File: src/rtl/mod3_pkg.sv
// Shared types and the mod-3 step function for the mod3_check_scheduler slice.
package mod3_pkg;

    typedef enum logic [1:0] {
        IDLE  = 2'b00,
        SHIFT = 2'b01,
        RESP  = 2'b10
    } state_t;

    typedef enum logic [1:0] {
        R0 = 2'b00,
        R1 = 2'b01,
        R2 = 2'b10
    } rem_t;

    // Remainder after appending one bit on the LSB side: (2*rem + b) mod 3.
    function automatic rem_t next_rem(input rem_t rem, input logic b);
        case (rem)
            R0:      return b ? R1 : R0;
            R1:      return b ? R0 : R2;
            R2:      return b ? R2 : R1;
            default: return R0;
        endcase
    endfunction

endpackage

File: src/rtl/mod3_serial_fsm.sv
// Bit-serial mod-3 remainder engine, fed MSB-first. clr wins over bit_en.
module mod3_serial_fsm
    import mod3_pkg::*;
(
    input  logic       clk,
    input  logic       reset_n,
    input  logic       clr,
    input  logic       bit_en,
    input  logic       bit_in,
    output logic [1:0] rem
);

    rem_t r_rem;

    // Remainder state: cleared at job start, stepped once per shifted bit.
    always_ff @(posedge clk or negedge reset_n) begin
        if (!reset_n) begin
            r_rem <= R0;
        end else if (clr) begin
            r_rem <= R0;
        end else if (bit_en) begin
            r_rem <= next_rem(r_rem, bit_in);
        end
    end

    assign rem = r_rem;

endmodule

File: src/rtl/mod3_check_scheduler.sv
// Round-robin scheduler sharing one mod3_serial_fsm engine among NREQ requesters.
// Optional build macro MOD3_PERF_CNT_EN adds saturating cnt_done/cnt_div3 outputs.
module mod3_check_scheduler
    import mod3_pkg::*;
#(
    parameter int  NREQ  = 4,
    parameter int  WIDTH = 8,
    localparam int IDW   = (NREQ > 1) ? $clog2(NREQ) : 1
) (
    input  logic                  clk,
    input  logic                  reset_n,
    input  logic [NREQ-1:0]       req_valid,
    input  logic [NREQ*WIDTH-1:0] req_data,
    output logic [NREQ-1:0]       req_ready,
    output logic                  rsp_valid,
    input  logic                  rsp_ready,
    output logic [IDW-1:0]        rsp_id,
    output logic [1:0]            rsp_rem,
    output logic                  rsp_div3,
`ifdef MOD3_PERF_CNT_EN
    output logic [15:0]           cnt_done,
    output logic [15:0]           cnt_div3,
`endif
    output logic                  busy
);

    localparam int CNTW = (WIDTH > 1) ? $clog2(WIDTH) : 1;

    state_t           r_state;
    logic [IDW-1:0]   r_rr_ptr;
    logic [WIDTH-1:0] r_shift;
    logic [CNTW-1:0]  r_cnt;
    logic [IDW-1:0]   r_id;
    logic             r_rsp_valid;
    logic [IDW-1:0]   r_rsp_id;
    logic [1:0]       r_rsp_rem;
    logic             r_rsp_div3;

    logic             w_any;
    logic [IDW-1:0]   w_gnt;
    logic [IDW-1:0]   w_idx;
    logic             w_accept;
    logic [1:0]       w_rem;
    rem_t             w_last_rem;

    // Arbiter: first valid requester at or above rr_ptr, wrapping around.
    always_comb begin
        w_any = 1'b0;
        w_gnt = '0;
        w_idx = '0;
        for (int unsigned k = 0; k < NREQ; k++) begin
            w_idx = IDW'((32'(r_rr_ptr) + k) % NREQ);
            if (!w_any && req_valid[w_idx]) begin
                w_any = 1'b1;
                w_gnt = w_idx;
            end
        end
    end

    // Gated by reset_n so req_ready reads 0 while reset is held.
    assign req_ready = (reset_n && (r_state == IDLE) && w_any) ? (NREQ'(1) << w_gnt) : '0;
    assign w_accept  = |(req_valid & req_ready);

    // Engine output is one bit behind; fold in the final bit to register the result.
    assign w_last_rem = next_rem(rem_t'(w_rem), r_shift[WIDTH-1]);

    mod3_serial_fsm u_engine (
        .clk     (clk),
        .reset_n (reset_n),
        .clr     (w_accept),
        .bit_en  (r_state == SHIFT),
        .bit_in  (r_shift[WIDTH-1]),
        .rem     (w_rem)
    );

    // Scheduler FSM: accept, shift WIDTH bits, hold response until taken.
    always_ff @(posedge clk or negedge reset_n) begin
        if (!reset_n) begin
            r_state     <= IDLE;
            r_rr_ptr    <= '0;
            r_shift     <= '0;
            r_cnt       <= '0;
            r_id        <= '0;
            r_rsp_valid <= 1'b0;
            r_rsp_id    <= '0;
            r_rsp_rem   <= '0;
            r_rsp_div3  <= 1'b0;
        end else begin
            case (r_state)
                IDLE: begin
                    if (w_accept) begin
                        r_shift  <= req_data[w_gnt*WIDTH +: WIDTH];
                        r_id     <= w_gnt;
                        r_cnt    <= CNTW'(WIDTH - 1);
                        r_rr_ptr <= (w_gnt == IDW'(NREQ - 1)) ? '0 : w_gnt + 1'b1;
                        r_state  <= SHIFT;
                    end
                end
                SHIFT: begin
                    r_shift <= r_shift << 1;
                    r_cnt   <= r_cnt - 1'b1;
                    if (r_cnt == '0) begin
                        r_rsp_rem   <= w_last_rem;
                        r_rsp_div3  <= (w_last_rem == R0);
                        r_rsp_id    <= r_id;
                        r_rsp_valid <= 1'b1;
                        r_state     <= RESP;
                    end
                end
                RESP: begin
                    if (rsp_ready) begin
                        r_rsp_valid <= 1'b0;
                        r_state     <= IDLE;
                    end
                end
                default: r_state <= IDLE;
            endcase
        end
    end

    assign rsp_valid = r_rsp_valid;
    assign rsp_id    = r_rsp_id;
    assign rsp_rem   = r_rsp_rem;
    assign rsp_div3  = r_rsp_div3;
    assign busy      = (r_state != IDLE);

`ifdef MOD3_PERF_CNT_EN
    logic [15:0] r_cnt_done;
    logic [15:0] r_cnt_div3;

    // Saturating counters of completed responses and divisible-by-3 responses.
    always_ff @(posedge clk or negedge reset_n) begin
        if (!reset_n) begin
            r_cnt_done <= '0;
            r_cnt_div3 <= '0;
        end else if (r_rsp_valid && rsp_ready) begin
            if (r_cnt_done != '1) begin
                r_cnt_done <= r_cnt_done + 1'b1;
            end
            if (r_rsp_div3 && (r_cnt_div3 != '1)) begin
                r_cnt_div3 <= r_cnt_div3 + 1'b1;
            end
        end
    end

    assign cnt_done = r_cnt_done;
    assign cnt_div3 = r_cnt_div3;
`endif

endmodule

File: config.mk
export PLATFORM = sky130hd
export DESIGN_NAME = mod3_check_scheduler
export DESIGN_NICKNAME = d
export VERILOG_FILES = /design/src/rtl/mod3_pkg.sv /design/src/rtl/mod3_serial_fsm.sv /design/src/rtl/mod3_check_scheduler.sv
export SDC_FILE = /design/constraint.sdc
export NUM_CORES = 1
export LEC_CHECK = 0
export CAP_MARGIN = 25
export CORE_MARGIN = 2
export CORE_UTILIZATION = 35
export DETAILED_ROUTE_END_ITERATION = 10
export MAX_ROUTING_LAYER = met4
export PLACE_DENSITY = 0.66
export REMOVE_ABC_BUFFERS = 1
export SLEW_MARGIN = 20
export SYNTH_ARGS = -nofsm -noshare
export SYNTH_HDL_FRONTEND = slang
export SYNTH_HIERARCHICAL = 1
export SYNTH_SLANG_ARGS = --single-unit
File: constraint.sdc
create_clock -name clk -period 2.8 [get_ports clk]
set_input_delay 0.42 -clock clk [delete_from_list [all_inputs] [get_ports clk]]
set_output_delay 0.42 -clock clk [all_outputs]
set_load 0.02 [all_outputs]
# [Word-level counts from Yosys, hierarchy flattened]
# Cells that the tools add are included.
[word_totals] reg_bits=25 latch_bits=0 ram_bits=0 mem_bits_ro=0 inputBits=39 output_inout_bits=11 wordCells=87 n_memories=0
[op_classes] n_addsub=5 mul=0 n_div=0 order_cmp=4 n_eq_ne=8 n_shift=2 n_mux=35 bitwise=1 reduce_logical=22
[op_table] op="$shiftx 32x6->8" n=1
[op_table] op="$mux 2" n=12
[op_table] op="$pmux 8 s2" n=1
[op_table] op="$lt 2x3->1 const B" n=4
[op_table] op="$pmux 2 s3" n=2
[op_table] op="$mux 1" n=11
[op_table] op="$bmux 1 s2" n=4
[op_table] op="$mux 8" n=1
[op_table] op="$reduce_bool 2->1" n=4
[op_table] op="$eq 2x2->1 const B" n=3
[op_table] op="$logic_not 2->1" n=3
[op_table] op="$pmux 3 s2" n=1
[op_table] op="$reduce_and 2->1" n=3
[op_table] op="$reduce_and 3->1" n=2
[op_table] op="$logic_and 1x1->1" n=5
[op_table] op="$add 2x1->2 const B" n=2
[op_table] op="$add 2x2->2 const B" n=2
[op_table] op="$and 4x4->4" n=1
[op_table] op="$eq 2x1->1 const B" n=2
[op_table] op="$mux 4" n=1
[op_table] op="$ne 2x2->1 const B" n=2
[op_table] op="$reduce_or 4->1" n=1
[op_table] op="$shl 1x2->4 const A" n=1
[op_table] op="$logic_not 1->1" n=3
[op_table] op="other kinds (5)" n=5

# [Logic depth before layout (Yosys ltp)]
[logic_depth] ltp_word=18 mapped_depth=13 ltp_nobuf=11

# [Hierarchy]
# Netlist, hierarchy kept.
[modules_own_cells] mod="mod3_check_scheduler" n_inst=1 cells_each=158 area_per_inst_um2=1491.4 seq_area_each_um2=575.6
[modules_own_cells] mod="mod3_serial_fsm" n_inst=1 cells_each=11 area_per_inst_um2=107.6 seq_area_each_um2=50.0

# [Worst setup path after synthesis]
# OpenSTA, ideal clock, no wires.
[synth_path] path_type="register to register" startpoint="register r_rr_ptr[1]" endpoint="register u_engine.r_rem[0], in the netlist u_engine/rem[0]" setup_time_ns=0.083 t_arrival_ns=2.321 required_ns=2.717 slack_ns=0.397 stages_incl_launch_ff=12 n_path_buf=2 synth_period_minus_slack_ns=2.403 cell_sequence="dfrtp_1 > mux2i_1 > o2bb2ai_2 > nor2_4 > buf_12 > ha_1 > nand2_1 > a31o_4 > inv_2 > buf_6 > or4_1 > o21ai_0"
[synth_between] elab_chain_len=17 word_cells_on_any_way=32 cone_classes="add/sub: 3; shift: 1; mux: 18; bitwise: 1; reduce/logical: 9"
[synth_rtl] element="start: declaration" line_no="mod3_check_scheduler.sv:30" text="logic [IDW-1:0] r_rr_ptr;"
[synth_rtl] element="start signal: assignment" line_no="mod3_check_scheduler.sv:95" text="r_rr_ptr <= (w_gnt == IDW'(NREQ - 1)) ? '0 : w_gnt + 1'b1;"
[synth_rtl] element="branches (longest 13 deep; another with $add 2x1->2)"
[synth_rtl] element="$mux 4 (*)" line_no="mod3_check_scheduler.sv:61" text="assign req_ready = (reset_n && (r_state == IDLE) && w_any) ? (NREQ'(1) << w_gnt) : '0;"
[synth_rtl] element="$and 4x4->4 (*)" line_no="mod3_check_scheduler.sv:62" text="assign w_accept = |(req_valid & req_ready);"
[synth_rtl] element="$reduce_or 4->1 (*)" line_no="mod3_check_scheduler.sv:62"
[synth_rtl] element="net w_accept" line_no="mod3_check_scheduler.sv:42" text="logic w_accept;"
[synth_rtl] element="$mux 2 / $reduce_bool 2->1 (equally long branches)"
[synth_rtl] element="end signal: assignment" line_no="mod3_serial_fsm.sv:22" text="r_rem <= next_rem(r_rem, bit_in);"
[synth_rtl] element="end: declaration" line_no="mod3_serial_fsm.sv:13" text="rem_t r_rem;"
# Mark *: on every way through the listed nets, which the timed path passes. The select of a mux whose other input is x is not followed.
# A chain may end at the register's enable or synchronous reset.

# [Final worst setup path]
[layout_path] startpoint="input port req_valid[3]" endpoint="output port req_ready[3]"
[layout_between] elab_chain_len=14 word_cells_on_any_way=25 cone_classes="shift: 1; mux: 17; reduce/logical: 7"
[layout_rtl] element="start: declaration" line_no="mod3_check_scheduler.sv:12" text="input logic [NREQ-1:0] req_valid,"
[layout_rtl] element="$bmux 1 s2" line_no="mod3_check_scheduler.sv:53" text="if (!w_any && req_valid[w_idx]) begin"
[layout_rtl] element="$mux 1 (not written as such)" line_no="mod3_check_scheduler.sv:53"
[layout_rtl] element="$mux 1" line_no="mod3_check_scheduler.sv:53"
[layout_rtl] element="$logic_not 1->1" line_no="mod3_check_scheduler.sv:53"
[layout_rtl] element="$logic_and 1x1->1" line_no="mod3_check_scheduler.sv:53"
[layout_rtl] element="$mux 1" line_no="mod3_check_scheduler.sv:53"
[layout_rtl] element="$logic_not 1->1" line_no="mod3_check_scheduler.sv:53"
[layout_rtl] element="$logic_and 1x1->1" line_no="mod3_check_scheduler.sv:53"
[layout_rtl] element="$mux 1" line_no="mod3_check_scheduler.sv:53"
[layout_rtl] element="$logic_not 1->1" line_no="mod3_check_scheduler.sv:53"
[layout_rtl] element="$logic_and 1x1->1" line_no="mod3_check_scheduler.sv:53"
[layout_rtl] element="$mux 2 / $mux 1 (equally long branches)" line_no="mod3_check_scheduler.sv:53"
[layout_rtl] element="$shl 1x2->4 / $logic_and 1x1->1 (equally long branches)" line_no="mod3_check_scheduler.sv:61"
[layout_rtl] element="$mux 4 (*)" line_no="mod3_check_scheduler.sv:61"
[layout_rtl] element="end: declaration" line_no="mod3_check_scheduler.sv:14" text="output logic [NREQ-1:0] req_ready,"
# Mark *: on every way between the ends. The rest lies on a longest branch, timed or not. The select of a mux whose other input is x is not followed.

==> results.cfg <==
[timing]
period_share_pct = 93.55
setup_viol = 0
setup_ws_ns = 0.1806
whs_ns = 0.4735
fmax_mhz = 381.8
slew-limit-headroom_pct = 73.38
rsz0062_at_grt = no
finClkSkew_ns = 0.006656
finalHoldViolCount = 0
setup_tns_ns = 0
period_needed_ns = 2.619
worst_pin_slew_ns = 0.3989
slew_violations = 0

[critical_path]
worstPathMaxFanout = 6
crit_arrival_ns = 2.20
path_cells = clkdlybuf4s50_1 -> nand3b_1 -> o21ai_0 -> a211o_1 -> clkinv_2 -> ha_1 -> inv_1 -> nor2_1 -> dlygate4sd2_1
crit_family = buffers and inverters
required_ns = 2.38
path_buf_inv = 4
crit_type = primary input to primary output
cp_slowest_stage_delay_ns = 0.56
end_kind = primary output
crit_path_start_kind = primary input
crit_slowest_cell = clkdlybuf4s50_1

[die]
initial_core_util_pct = 36.47
dieArea_um2 = 5125
die_h_um = 71.59
core_area_um2 = 4384
io_pins = 50
die_w_um = 71.59
core.rowCount = 24

[logic_synthesis]
synth-edff-count = 0
synth_area_per_cell_um2 = 9.462
netlist-cell-type-count = 43
ys_ff_latch = 25
async_flop_share_pct = 100.0
yosys_warnings = 6
synth_top_area_share_pct = 39.12
synth_largest_area_cell = dfrtp_1
yosysSeqAreaShare_pct = 39.12
ys.flop_type = dfrtp_1
synth_area_leaders = dfrtp_1, mux2i_1, nand2_1, o21ai_0, a221o_1
syn_area_um2 = 1599
syn_inst = 169

[place]
dp_hpwl_um = 2730
place_ws_ns = -0.08413
dp_cells = 278
place_area_um2 = 2195
io_buffers = 49
gp_congestion = 0.8013

[layout]
multi_input_area_um2 = 873.3
stdcell_count = 282
area.sequential_um2 = 625.6
final_area_um2 = 2238
syn2layout_area_growth_pct = 39.98
layout_commonest_cell = clkdlybuf4s50_1
fin_nets = 273
layout_common_cells = clkdlybuf4s50_1, dfrtp_1, nand2_1, mux2i_1
n_antenna_cell = 0
n_fill_cell = 422
drive_above_1_share_pct = 13.48

[power]
ir_drop_mv = 0.3493
p_leak_nw = 1.002
power.density_nw_per_um2 = 894.8

[clocking]
cts_buffer_depth = 2
cts_tree = yes
cts-root-buf = clkbuf_8
clk_latency_ns = 0.26
cts.sinks = 25
cts_buffers = 3
path_clk_slew_ns = 0.09
cts_max_level = 1
cts_setup_buffers = 0

[detailed_routing]
first_iter_violations = 41
viasPerCell = 5.018
drt_pass1_iterations = 4
wire_per_inst_um = 12.09
drc = 0
vias = 1415
routed_wl_um = 3408
ant_nets = 0

[run]
cap_viol_max_count = 0

[global_route]
grt-ovfl-total = 0
antenna_found_initial = 0
grt_start_max_net_pins = 26
grt_pass1_wl_um = 5740
track_usage_pct = 14.09
grt_pass1_vias = 1321

[status]
status = complete, no violations

[hold_path]
hold_path.class = register to register
==> stage by stage <==
step,utilization (%),power (mW)
global placement,50.06,1.800
CTS,51.06,2.024
floorplan,-,1.402
global route,51.06,2.172
finish,51.06,2.003
detailed placement,50.06,1.814
==> synthesized netlist by cell type, types with 2 or more instances <==
cell type and number:
and3_1 2, nor4_1 2, nand3_1 3, inv_1 7
a21oi_2 2, nand2_1 23, dfrtp_1 25, nand3b_1 2
o21ai_0 14, nor3_1 3, a221o_1 5, and2_1 6
o31ai_1 3, mux2_2 2, nor2_2 2, buf_6 3
xnor2_1 3, ha_1 3, nand2b_1 5, mux2i_1 16
nor2b_1 3, nor2_1 9, a21oi_1 5, a311o_1 2
==> flip-flops by register name, summed over array words and instances (netlist names) <==
signal	count
r_shift	8
r_cnt	3
r_id	2
r_rr_ptr	2
r_state	2
rsp_id	2
rsp_rem	2
u_engine/rem	2
rsp_div3	1
rsp_valid	1
==> cell families (layout without fill, tap and decap cells) <==
logic type | Yosys count | count (layout) | share of synthesized area [%]
multiplexers | 18 | 18 | 11.42
flip-flops | 25 | 25 | 39.12
AO/OA/AOI/OAI | 40 | 40 | 18.23
XOR/XNOR | 3 | 3 | 1.643
adder cells (fa/ha/maj) | 3 | 3 | 2.348
AND/OR/NAND/NOR | 65 | 65 | 20.97
buffers and inverters | 15 | 76 | 6.259
==> timing repair <==
item / 4_1_cts / 5_1_grt
resized for setup: 4 / 0
hold buffers: 0 / 0
endpoints found under the setup margin: 4 / 0
==> per-layer routing <==
metal	up-vias	global-route usage [%]	part of all wire [%]
met5	-	-	0
met1	659	17.87	47
met2	30	23.87	48
met4	0	3.774	1.0
li1	724	-	-
met3	2	1.688	3.4
==> cell type report <==
cell class                      instances  area share (%)
Multi-Input combinational cell        129           39.02
Timing Repair Buffer                   63           26.38
Sequential cell                        25           27.95
Clock inverter                          1          0.3354
Tap cell                               52           2.907
Clock buffer                            3           1.845
Inverter                                9           1.565
==> final timing paths <==
path | cells past startpoint | startpoint | to | slack [ns]
worst max-delay path | 9 | req_valid[3] | req_ready[3] | 0.18
worst min-delay path | 1 | r_cnt[0] | r_cnt[0] | 0.47
worst max register to register | 9 | r_rr_ptr[1] | u_engine/rem[0] | 0.49
worst min register to register | 1 | r_cnt[0] | r_cnt[0] | 0.47
max in group asynchronous | 2 | reset_n | r_shift[6] | 1.99
min in group asynchronous | 2 | reset_n | rsp_id[1] | 0.57
==> report_power, final <==
part | leakage [nW] | switching [mW] | total [mW] | internal [mW]
combinational | 0.673 | 0.557 | 1.12 | 0.561
clock | 0.0217 | 0.112 | 0.213 | 0.101
sequential | 0.308 | 0.142 | 0.672 | 0.531
total | 1.00 | 0.811 | 2.00 | 1.19
Power figures use the tool's default switching activity.
